===== src/rtl/mc_pkg.sv =====
// Shared types and constants for the multicycle MIPS controller.
// MC_BNE_EN adds bne (op 000101) as a legal branch opcode.
package mc_pkg;

    typedef enum logic [3:0] {
        FETCH   = 4'd0,
        DECODE  = 4'd1,
        MEMADR  = 4'd2,
        MEMRD   = 4'd3,
        MEMWB   = 4'd4,
        MEMWR   = 4'd5,
        EXECUTE = 4'd6,
        ALUWB   = 4'd7,
        BRANCH  = 4'd8,
        ADDIEX  = 4'd9,
        ADDIWB  = 4'd10,
        JUMP    = 4'd11
    } state_t;

    localparam logic [5:0] OP_RTYPE = 6'b000000;
    localparam logic [5:0] OP_LW    = 6'b100011;
    localparam logic [5:0] OP_SW    = 6'b101011;
    localparam logic [5:0] OP_BEQ   = 6'b000100;
    localparam logic [5:0] OP_BNE   = 6'b000101;
    localparam logic [5:0] OP_ADDI  = 6'b001000;
    localparam logic [5:0] OP_J     = 6'b000010;

    localparam logic [5:0] F_ADD = 6'b100000;
    localparam logic [5:0] F_SUB = 6'b100010;
    localparam logic [5:0] F_AND = 6'b100100;
    localparam logic [5:0] F_OR  = 6'b100101;
    localparam logic [5:0] F_SLT = 6'b101010;

    localparam logic [3:0] ALU_AND = 4'b0000;
    localparam logic [3:0] ALU_OR  = 4'b0001;
    localparam logic [3:0] ALU_ADD = 4'b0010;
    localparam logic [3:0] ALU_SUB = 4'b0110;
    localparam logic [3:0] ALU_SLT = 4'b0111;

    // ALU operation class handed from the FSM to the ALU decoder
    localparam logic [1:0] ALUOP_ADD   = 2'b00;
    localparam logic [1:0] ALUOP_SUB   = 2'b01;
    localparam logic [1:0] ALUOP_FUNCT = 2'b10;

    localparam logic [1:0] SRCB_B     = 2'b00;
    localparam logic [1:0] SRCB_FOUR  = 2'b01;
    localparam logic [1:0] SRCB_IMM   = 2'b10;
    localparam logic [1:0] SRCB_IMMSH = 2'b11;

    localparam logic [1:0] PC_ALURES = 2'b00;
    localparam logic [1:0] PC_ALUOUT = 2'b01;
    localparam logic [1:0] PC_JUMP   = 2'b10;

endpackage


===== src/rtl/mc_aludec.sv =====
// Maps the FSM's ALU operation class (and funct for R-type) to an ALU control code.
module mc_aludec
    import mc_pkg::*;
(
    input  logic [1:0] aluop,
    input  logic [5:0] funct,
    output logic [3:0] alucontrol
);

    always_comb begin
        alucontrol = ALU_ADD;
        case (aluop)
            ALUOP_ADD: alucontrol = ALU_ADD;
            ALUOP_SUB: alucontrol = ALU_SUB;
            ALUOP_FUNCT: begin
                // Unknown funct codes quietly fall back to ADD
                case (funct)
                    F_ADD:   alucontrol = ALU_ADD;
                    F_SUB:   alucontrol = ALU_SUB;
                    F_AND:   alucontrol = ALU_AND;
                    F_OR:    alucontrol = ALU_OR;
                    F_SLT:   alucontrol = ALU_SLT;
                    default: alucontrol = ALU_ADD;
                endcase
            end
            default: alucontrol = ALU_ADD;
        endcase
    end

endmodule


===== src/rtl/mc_controller.sv =====
// Multicycle MIPS sequencer: Moore FSM driving the shared-memory/shared-ALU datapath.
// Optional MC_BNE_EN: bne goes through BRANCH with an inverted zero test.
module mc_controller
    import mc_pkg::*;
#(
    parameter logic [3:0] RESET_STATE = 4'd0
)
(
    input  logic       clk,
    input  logic       reset,
    input  logic [5:0] op,
    input  logic [5:0] funct,
    input  logic       zero,
    input  logic       mem_ready,
    output logic       mem_req,
    output logic       iord,
    output logic       memwrite,
    output logic       irwrite,
    output logic       pcen,
    output logic       regwrite,
    output logic       regdst,
    output logic       memtoreg,
    output logic       alusrca,
    output logic [1:0] alusrcb,
    output logic [1:0] pcsrc,
    output logic [3:0] alucontrol,
    output logic       illegal
);

    state_t     state_reg;
    state_t     state_next;
    logic       pcwrite;
    logic       branch;
    logic       branch_taken;
    logic [1:0] aluop;

`ifdef MC_BNE_EN
    logic bne_reg;
`endif

    always_ff @(posedge clk or negedge reset) begin
        if (!reset) begin
            state_reg <= state_t'(RESET_STATE);
`ifdef MC_BNE_EN
            bne_reg   <= 1'b0;
`endif
        end else begin
            state_reg <= state_next;
`ifdef MC_BNE_EN
            // Remember which branch flavour was decoded; op is not re-examined in BRANCH
            if (state_reg == DECODE)
                bne_reg <= (op == OP_BNE);
`endif
        end
    end

`ifdef MC_BNE_EN
    assign branch_taken = bne_reg ? ~zero : zero;
`else
    assign branch_taken = zero;
`endif

    always_comb begin
        state_next = FETCH;
        mem_req    = 1'b0;
        iord       = 1'b0;
        memwrite   = 1'b0;
        irwrite    = 1'b0;
        pcwrite    = 1'b0;
        branch     = 1'b0;
        regwrite   = 1'b0;
        regdst     = 1'b0;
        memtoreg   = 1'b0;
        alusrca    = 1'b0;
        alusrcb    = SRCB_B;
        pcsrc      = PC_ALURES;
        aluop      = ALUOP_ADD;
        illegal    = 1'b0;

        case (state_reg)
            FETCH: begin
                mem_req = 1'b1;
                alusrcb = SRCB_FOUR;
                if (mem_ready) begin
                    irwrite    = 1'b1;
                    pcwrite    = 1'b1;
                    state_next = DECODE;
                end else begin
                    state_next = FETCH;
                end
            end
            DECODE: begin
                alusrcb = SRCB_IMMSH;
                case (op)
                    OP_LW, OP_SW: state_next = MEMADR;
                    OP_RTYPE:     state_next = EXECUTE;
                    OP_BEQ:       state_next = BRANCH;
`ifdef MC_BNE_EN
                    OP_BNE:       state_next = BRANCH;
`endif
                    OP_ADDI:      state_next = ADDIEX;
                    OP_J:         state_next = JUMP;
                    default: begin
                        illegal    = 1'b1;
                        state_next = FETCH;
                    end
                endcase
            end
            MEMADR: begin
                alusrca = 1'b1;
                alusrcb = SRCB_IMM;
                if (op == OP_LW)
                    state_next = MEMRD;
                else if (op == OP_SW)
                    state_next = MEMWR;
                else
                    state_next = FETCH;
            end
            MEMRD: begin
                mem_req    = 1'b1;
                iord       = 1'b1;
                state_next = mem_ready ? MEMWB : MEMRD;
            end
            MEMWB: begin
                regwrite = 1'b1;
                memtoreg = 1'b1;
            end
            MEMWR: begin
                mem_req    = 1'b1;
                iord       = 1'b1;
                memwrite   = 1'b1;
                state_next = mem_ready ? FETCH : MEMWR;
            end
            EXECUTE: begin
                alusrca    = 1'b1;
                aluop      = ALUOP_FUNCT;
                state_next = ALUWB;
            end
            ALUWB: begin
                regwrite = 1'b1;
                regdst   = 1'b1;
            end
            BRANCH: begin
                alusrca = 1'b1;
                aluop   = ALUOP_SUB;
                pcsrc   = PC_ALUOUT;
                branch  = 1'b1;
            end
            ADDIEX: begin
                alusrca    = 1'b1;
                alusrcb    = SRCB_IMM;
                state_next = ADDIWB;
            end
            ADDIWB: begin
                regwrite = 1'b1;
            end
            JUMP: begin
                pcsrc   = PC_JUMP;
                pcwrite = 1'b1;
            end
            default: state_next = FETCH;
        endcase

        // While reset is held, present FETCH's static selects with every enable off
        if (!reset) begin
            mem_req  = 1'b0;
            iord     = 1'b0;
            memwrite = 1'b0;
            irwrite  = 1'b0;
            pcwrite  = 1'b0;
            branch   = 1'b0;
            regwrite = 1'b0;
            regdst   = 1'b0;
            memtoreg = 1'b0;
            alusrca  = 1'b0;
            alusrcb  = SRCB_FOUR;
            pcsrc    = PC_ALURES;
            aluop    = ALUOP_ADD;
            illegal  = 1'b0;
        end
    end

    assign pcen = pcwrite | (branch & branch_taken);

    mc_aludec u_aludec (
        .aluop      (aluop),
        .funct      (funct),
        .alucontrol (alucontrol)
    );

endmodule


===== config.mk =====
export PLATFORM = sky130hd
export DESIGN_NAME = mc_controller
export DESIGN_NICKNAME = d
export VERILOG_FILES = /design/src/rtl/mc_pkg.sv /design/src/rtl/mc_aludec.sv /design/src/rtl/mc_controller.sv
export SDC_FILE = /design/constraint.sdc
export NUM_CORES = 1
export LEC_CHECK = 0
export CORE_MARGIN = 4
export CORE_UTILIZATION = 41
export DETAILED_ROUTE_END_ITERATION = 7
export PLACE_DENSITY_LB_ADDON = 0.15
export SLEW_MARGIN = 10
export SYNTH_ARGS = -nofsm -noshare
export SYNTH_HDL_FRONTEND = slang
export SYNTH_SLANG_ARGS = --single-unit

===== constraint.sdc =====
create_clock -name clk -period 4.59 [get_ports clk]
set_clock_uncertainty 0.05 [all_clocks]
set_input_delay 0.918 -clock clk [delete_from_list [all_inputs] [get_ports clk]]
set_output_delay 0.918 -clock clk [all_outputs]
set_load 0.1 [all_outputs]

==> results of run 1 <==
layer usage:
| metal | track usage | part of all wire |
|---|---|---|
| met1 | 0.240 | 0.39 |
| met2 | 0.321 | 0.49 |
| met3 | 0.0421 | 0.099 |
| met4 | 0.0994 | 0.018 |
| met5 | 0 | 0 |
layout make-up:
cell class                 instances  share of cell area
clock buffer                       3              0.0233
sequential                         4               0.104
tap                               15              0.0195
inverter                           5              0.0195
multi-input combinational         80               0.512
timing repair buffer              33               0.322
critical path, cell delays in order:
cell	delay, ns
clkdlybuf4s50_1	0.45
buf_4	0.18
nand3_1	0.12
inv_1	0.08
ha_1	0.18
nand2_1	0.06
nor4_1	0.27
nor2_1	0.08
nor2_1	0.18
buf_12	0.20
path summary, 6_finish.rpt:
kind                                   start            end
min in group asynchronous              reset   state_reg[3]
worst min-delay path            state_reg[2]   state_reg[3]
max in group asynchronous              reset   state_reg[2]
worst min register to register  state_reg[2]   state_reg[3]
worst max-delay path                   reset  alucontrol[2]
worst max register to register  state_reg[0]   state_reg[0]
where the power goes:
group | internal [mW] | switching, mW | leakage (nW)
clock network | 0.0293 | 0.0151 | 0.0138
registers | 0.0374 | 0.00832 | 0.0542
logic | 0.0321 | 0.0706 | 0.338
total | 0.0988 | 0.0941 | 0.406
layout by cell type, fill, tap and decap left out, types with 3 or more instances in the layout:
| master | instances |
|---|---|
| a21oi_1 | 3 |
| clkbuf_4 | 3 |
| buf_4 | 16 |
| nand2b_1 | 4 |
| nand2_1 | 10 |
| o21ai_0 | 4 |
| dfrtp_1 | 4 |
| nand3_1 | 5 |
| nor2_1 | 12 |
| clkdlybuf4s50_1 | 15 |
| nor3_1 | 3 |
| inv_1 | 5 |
metrics by stage:
stage / utilization / setup slack [ns] / cell area [µm²] / total power, mW / hold WS, ns
3_5_place_dp: 0.681 / 0.871 / 942 / 0.148 / 0.597
3_3_place_gp: 0.681 / 0.981 / 942 / 0.146 / 0.579
5_1_grt: 0.698 / 0.715 / 965 / 0.205 / 0.688
6_report: 0.698 / 0.888 / 965 / 0.193 / 0.611
4_1_cts: 0.698 / 0.874 / 965 / 0.193 / 0.599
2_1_floorplan: - / 0.116 / 639 / 0.117 / 0.539
kinds of logic after synthesis:
group           share of synthesized area
xor+xnor                           0.0415
other cells                       0.00592
compound gates                      0.243
simple gates                        0.423
flops                               0.158
buf+inv                            0.0711
fa+ha+maj                          0.0395
mux                                0.0178
==> summary.txt, run 1 <==
Outcome
  • Outcome: complete, no violations

Synthesis
  • Seq/Total Area, Yosys: 0.158
  • Syn avg cell area: 6.74 µm²
  • Leading area contributor after synthesis: dfrtp_1
  • Top cell type's share of synthesized area: 0.158
  • Number of synthesized flops with an enable pin: 0
  • Count of different cell masters after synthesis: 41
  • Post-synth net total: 112
  • Netlist Area Pre-Place: 633 µm²
  • Most frequent cell after synthesis: nor2_1
  • Ys flop type: dfrtp_1
  • Cells after Synth: 94
  • Ys async rst share: 1.00
  • Flops & latches, synth: 4
  • Top cells by area, synth: dfrtp_1 (16%), nor2_1 (7.1%), nand2_1 (5.9%)
  • Synth warnings: 0
  • Commonest cells in the netlist: nor2_1 (12), nand2_1 (10), inv_1 (5), nand3_1 (5), o21ai_0 (5)

Setup path
  • Crit path DAT: 2.73 ns
  • R2R Setup Slk: 2.86 ns
  • CP Capture Type: output port
  • Req. time, crit path: 3.62 ns
  • Startpoint types: primary input
  • Kind of critical path: primary input to output port
  • Reg2Reg Depth: 4
  • CP Max Fanout: 15

Route
  • Detailed Route Iter0 Violations: 15
  • Via-per-instance ratio: 5.94
  • ANT nets after route: 0
  • Drt wl/cell: 14.4 µm
  • TritonRoute pass-1 iters: 4
  • DRC Markers: 0
  • Final wirelength: 2020 µm
  • Via count: 832

CTS
  • Post-CTS sizing: 0
  • CTS tree: done
  • Clock-pin slew on the worst setup and hold paths: 0.04 ns
  • CTS Buf Count: 3
  • Setup bufs post-CTS: 0
  • Clock sink count: 4
  • Clk root buf: clkbuf_4
  • Hold_buf cts: 0
  • Clk buf depth: 2
  • # H-tree levels: 1
  • Worst-Skew Late Latency: 0.24 ns

Global route
  • Initial antenna violation count: 0
  • First-pass GRT wire length: 3090 µm
  • Grt total ovfl: 0
  • Vias in the first global route: 717
  • Largest net degree at the start of global routing: 18
  • GR Util All Layers: 0.197

Timing
  • Endpoints failing setup: 0
  • Highest Clock Rate: 270 MHz
  • RSZ-0062 raised after global routing: false
  • Period minus WS final: 3.70 ns
  • Slew Limit Fails: 0
  • Total Neg Setup Slack: 0 ns
  • Hold Violations, Final: 0
  • Period utilization: 0.806
  • Max_slew headroom: 0.644
  • Worst-margin pin slew: 0.535 ns

Layout
  • Final net count: 145
  • Synth-to-Final Area Change: 52.4%
  • Sequential cell area: 100 µm²
  • Multi-input gate area: 494 µm²
  • Layout cells sized above 1: 0.192
  • Largest register FFs: 4
  • ANT cells: 0
  • # fillers: 125
  • Finished Layout Cells: 140

Placement
  • Final GP Congestion: 0.846
  • Port buffer count: 32
  • Hpwl dp: 1580 µm
  • # placed instances: 137

Floorplan
  • # rows: 13
  • DIE HEIGHT: 47.3 µm
  • Core area: 1380 µm²
  • Full die area: 2240 µm²
  • Width of the die: 47.3 µm
  • Initial Utilization: 0.458
  • Io pins: 34

Min path
  • WHS Path Cells: 1
  • Hold/Removal Path Class: flip-flop to flip-flop

Power and ir drop
  • PwrDens: 200 nW/µm²
  • VDD IR-drop max: 0.152 mV
  • LEAKAGE: 0.406 nW

Run
  • Max Cap Viol: 0
No activity file was read; power rests on OpenSTA's default activity.
==> inputs of run 2 (changes only) <==
--- a/config.mk
+++ b/config.mk
@@ -6,7 +6,7 @@
 export NUM_CORES = 1
 export LEC_CHECK = 0
 export CORE_MARGIN = 4
-export CORE_UTILIZATION = 41
+export CORE_UTILIZATION = 38
 export DETAILED_ROUTE_END_ITERATION = 7
 export PLACE_DENSITY_LB_ADDON = 0.15
 export SLEW_MARGIN = 10
==> constraint.sdc (replaced) <==
create_clock -name clk -period 3.6 [get_ports clk]
set_clock_uncertainty 0.05 [all_clocks]
set_input_delay 0.72 -clock clk [delete_from_list [all_inputs] [get_ports clk]]
set_output_delay 0.72 -clock clk [all_outputs]
set_load 0.1 [all_outputs]
==> run 2 against run 1 <==
Final area increased by 20%. Clock power increased by 18%. Utilization increased by 5.6 points. Register-to-register slack got worse by 0.98 ns. First-iteration DRC count decreased by 73%. Global-route usage decreased by 3.2 points. Critical path type unchanged. Largest cell class unchanged. Highest routed layer unchanged.
==> summary.txt, run 2 (same netlist as run 1, synthesis figures left out) <==
Setup path
  • Delay-heaviest family, CP: buffers and inverters
  • CP Depth: 9
  • Startpoint types: primary input
  • Critical path's slowest cell: clkdlybuf4s50_1
  • Origin of the critical flop-to-flop path: state_reg[0]
  • R2R Setup Slk: 1.88 ns
  • Reg2Reg Depth: 4
  • Crit path buffers/inverters: 3
  • CP peak stage delay: 0.62 ns
  • Kind of critical path: primary input to output port
  • Critical R2R Capture: state_reg[0]
  • Crit path DAT: 2.47 ns
  • CP cell instances: clkdlybuf4s50_1 > nand3_1 > inv_1 > ha_1 > nand2_1 > nor4_1 > nor2_1 > nor2_4 > buf_12
  • CP Max Fanout: 7
  • Req. time, crit path: 2.83 ns
  • CP Capture Type: output port

Outcome
  • Outcome: complete, no violations

Power and ir drop
  • Clock network fraction of design power: 0.200
  • Pint: 0.143 mW
  • Pwr Total: 0.262 mW
  • Sw frac: 0.457
  • Combinational power share: 0.579
  • VDD IR-drop max: 0.315 mV
  • Seq pwr share: 0.220
  • PwrDens: 226 nW/µm²
  • LEAKAGE: 0.456 nW
  • P_sw: 0.120 mW

Layout
  • Largest register FFs: 4
  • Most common cell after layout, fill and taps aside: buf_12
  • Synth-to-Final Area Change: 83.6%
  • Most frequent cells in the layout: buf_12 (16), clkdlybuf4s50_1 (15), nor2_1 (11)
  • ANT cells: 0
  • Finished Layout Cells: 141
  • Layout cells sized above 1: 0.224
  • # fillers: 123
  • Final net count: 145

Timing
  • Total Neg Setup Slack: 0 ns
  • Endpoints failing setup: 0
  • Min setup slack post-route: 0.355 ns
  • Hold Violations, Final: 0
  • Period utilization: 0.901
  • Max_slew headroom: 0.673
  • Slew Limit Fails: 0
  • Highest Clock Rate: 308 MHz
  • Worst-margin pin slew: 0.484 ns
  • RSZ-0062 raised after global routing: false
  • Period minus WS final: 3.24 ns

CTS
  • Setup bufs post-CTS: 0
  • Clk buf depth: 2
  • Clock sink count: 4
  • Post-CTS sizing: 0
  • # H-tree levels: 1
  • CTS tree: done
  • Clk root buf: clkbuf_4
  • Worst-Skew Late Latency: 0.23 ns
  • Clock-pin slew on the worst setup and hold paths: 0.04 ns
  • Hold_buf cts: 0
  • CTS Buf Count: 3

Placement
  • Hpwl dp: 1620 µm
  • Setup WS pre-CTS: 0.347 ns
  • Final GP Congestion: 0.821
  • # placed instances: 138
  • Port buffer count: 32

Global route
  • First-pass GRT wire length: 3370 µm
  • Largest net degree at the start of global routing: 18
  • GR Util All Layers: 0.165
  • Grt total ovfl: 0
  • Vias in the first global route: 804
  • Initial antenna violation count: 0

Floorplan
  • Initial Utilization: 0.411
  • DIE HEIGHT: 48.8 µm
  • Io pins: 34
  • Width of the die: 48.8 µm
  • # rows: 14
  • Core area: 1540 µm²
  • Full die area: 2380 µm²

Route
  • Detailed Route Iter0 Violations: 4
  • TritonRoute pass-1 iters: 4
  • Final wirelength: 1900 µm
  • Via count: 828
  • DRC Markers: 0
  • Drt wl/cell: 13.5 µm
  • Via-per-instance ratio: 5.87
  • ANT nets after route: 0

Min path
  • Hold EP: state_reg[3]
  • Hold/Removal Path Class: flip-flop to flip-flop
  • Min-delay src: state_reg[2]
  • WHS Path Cells: 1

Run
  • Max Cap Viol: 0
## run 2: cell types whose count changed in the layout (fill, tap and decap cells not counted)
cell     delta
buf_12     +14
buf_4      -14
nor2_1      -1
nor2_4      +1
nor3_1      -2
nor3_2      +2
o21ai_0     -1
o21ai_2     +1
## run 2: per-stage QoR
stage          hold WS (ns)  utilization  cell area (µm²)
2_1_floorplan         0.374            -              661
3_3_place_gp          0.611        0.739             1140
3_5_place_dp          0.615        0.739             1140
4_1_cts               0.615        0.754             1160
5_1_grt               0.680        0.754             1160
6_report              0.648        0.754             1160
## run 2: layout make-up
type / count / area, µm² / share of cell area
Multi-Input combinational cell: 80 / 515 / 0.443
Timing Repair Buffer: 33 / 485 / 0.418
Sequential cell: 4 / 100 / 0.0861
Clock buffer: 3 / 22.5 / 0.0194
Tap cell: 16 / 20.0 / 0.0172
Inverter: 5 / 18.8 / 0.0161
## run 2: worst max-delay path by stage
stage	from	endpoint	slack, ns
final	reset	alucontrol[2]	0.36
after global routing	reset	alucontrol[2]	0.17
after CTS	reset	alucontrol[2]	0.34
after detailed placement	reset	alucontrol[2]	0.35
after global placement	reset	alucontrol[0]	0.43
after floorplan	reset	pcen	0.06
## run 2: layer usage
metal  global-route usage  up-vias  part of all wire
li1                     -      403                 -
met1                0.187      384              0.40
met2                0.317       39              0.53
met3               0.0275        2             0.069
met4               0.0269        0            0.0047
met5                    0        -                 0
## run 2: power by group through the flow
| stage | combinational (mW) | sequential [mW] | clock, mW |
|---|---|---|---|
| 5_1_grt | 0.160 | 0.0592 | 0.0562 |
| 6_report | 0.152 | 0.0578 | 0.0525 |
| 2_1_floorplan | 0.0990 | 0.0511 | 0 |
| 4_1_cts | 0.153 | 0.0575 | 0.0541 |
| 3_3_place_gp | 0.150 | 0.0584 | 0 |
| 3_5_place_dp | 0.152 | 0.0580 | 0 |
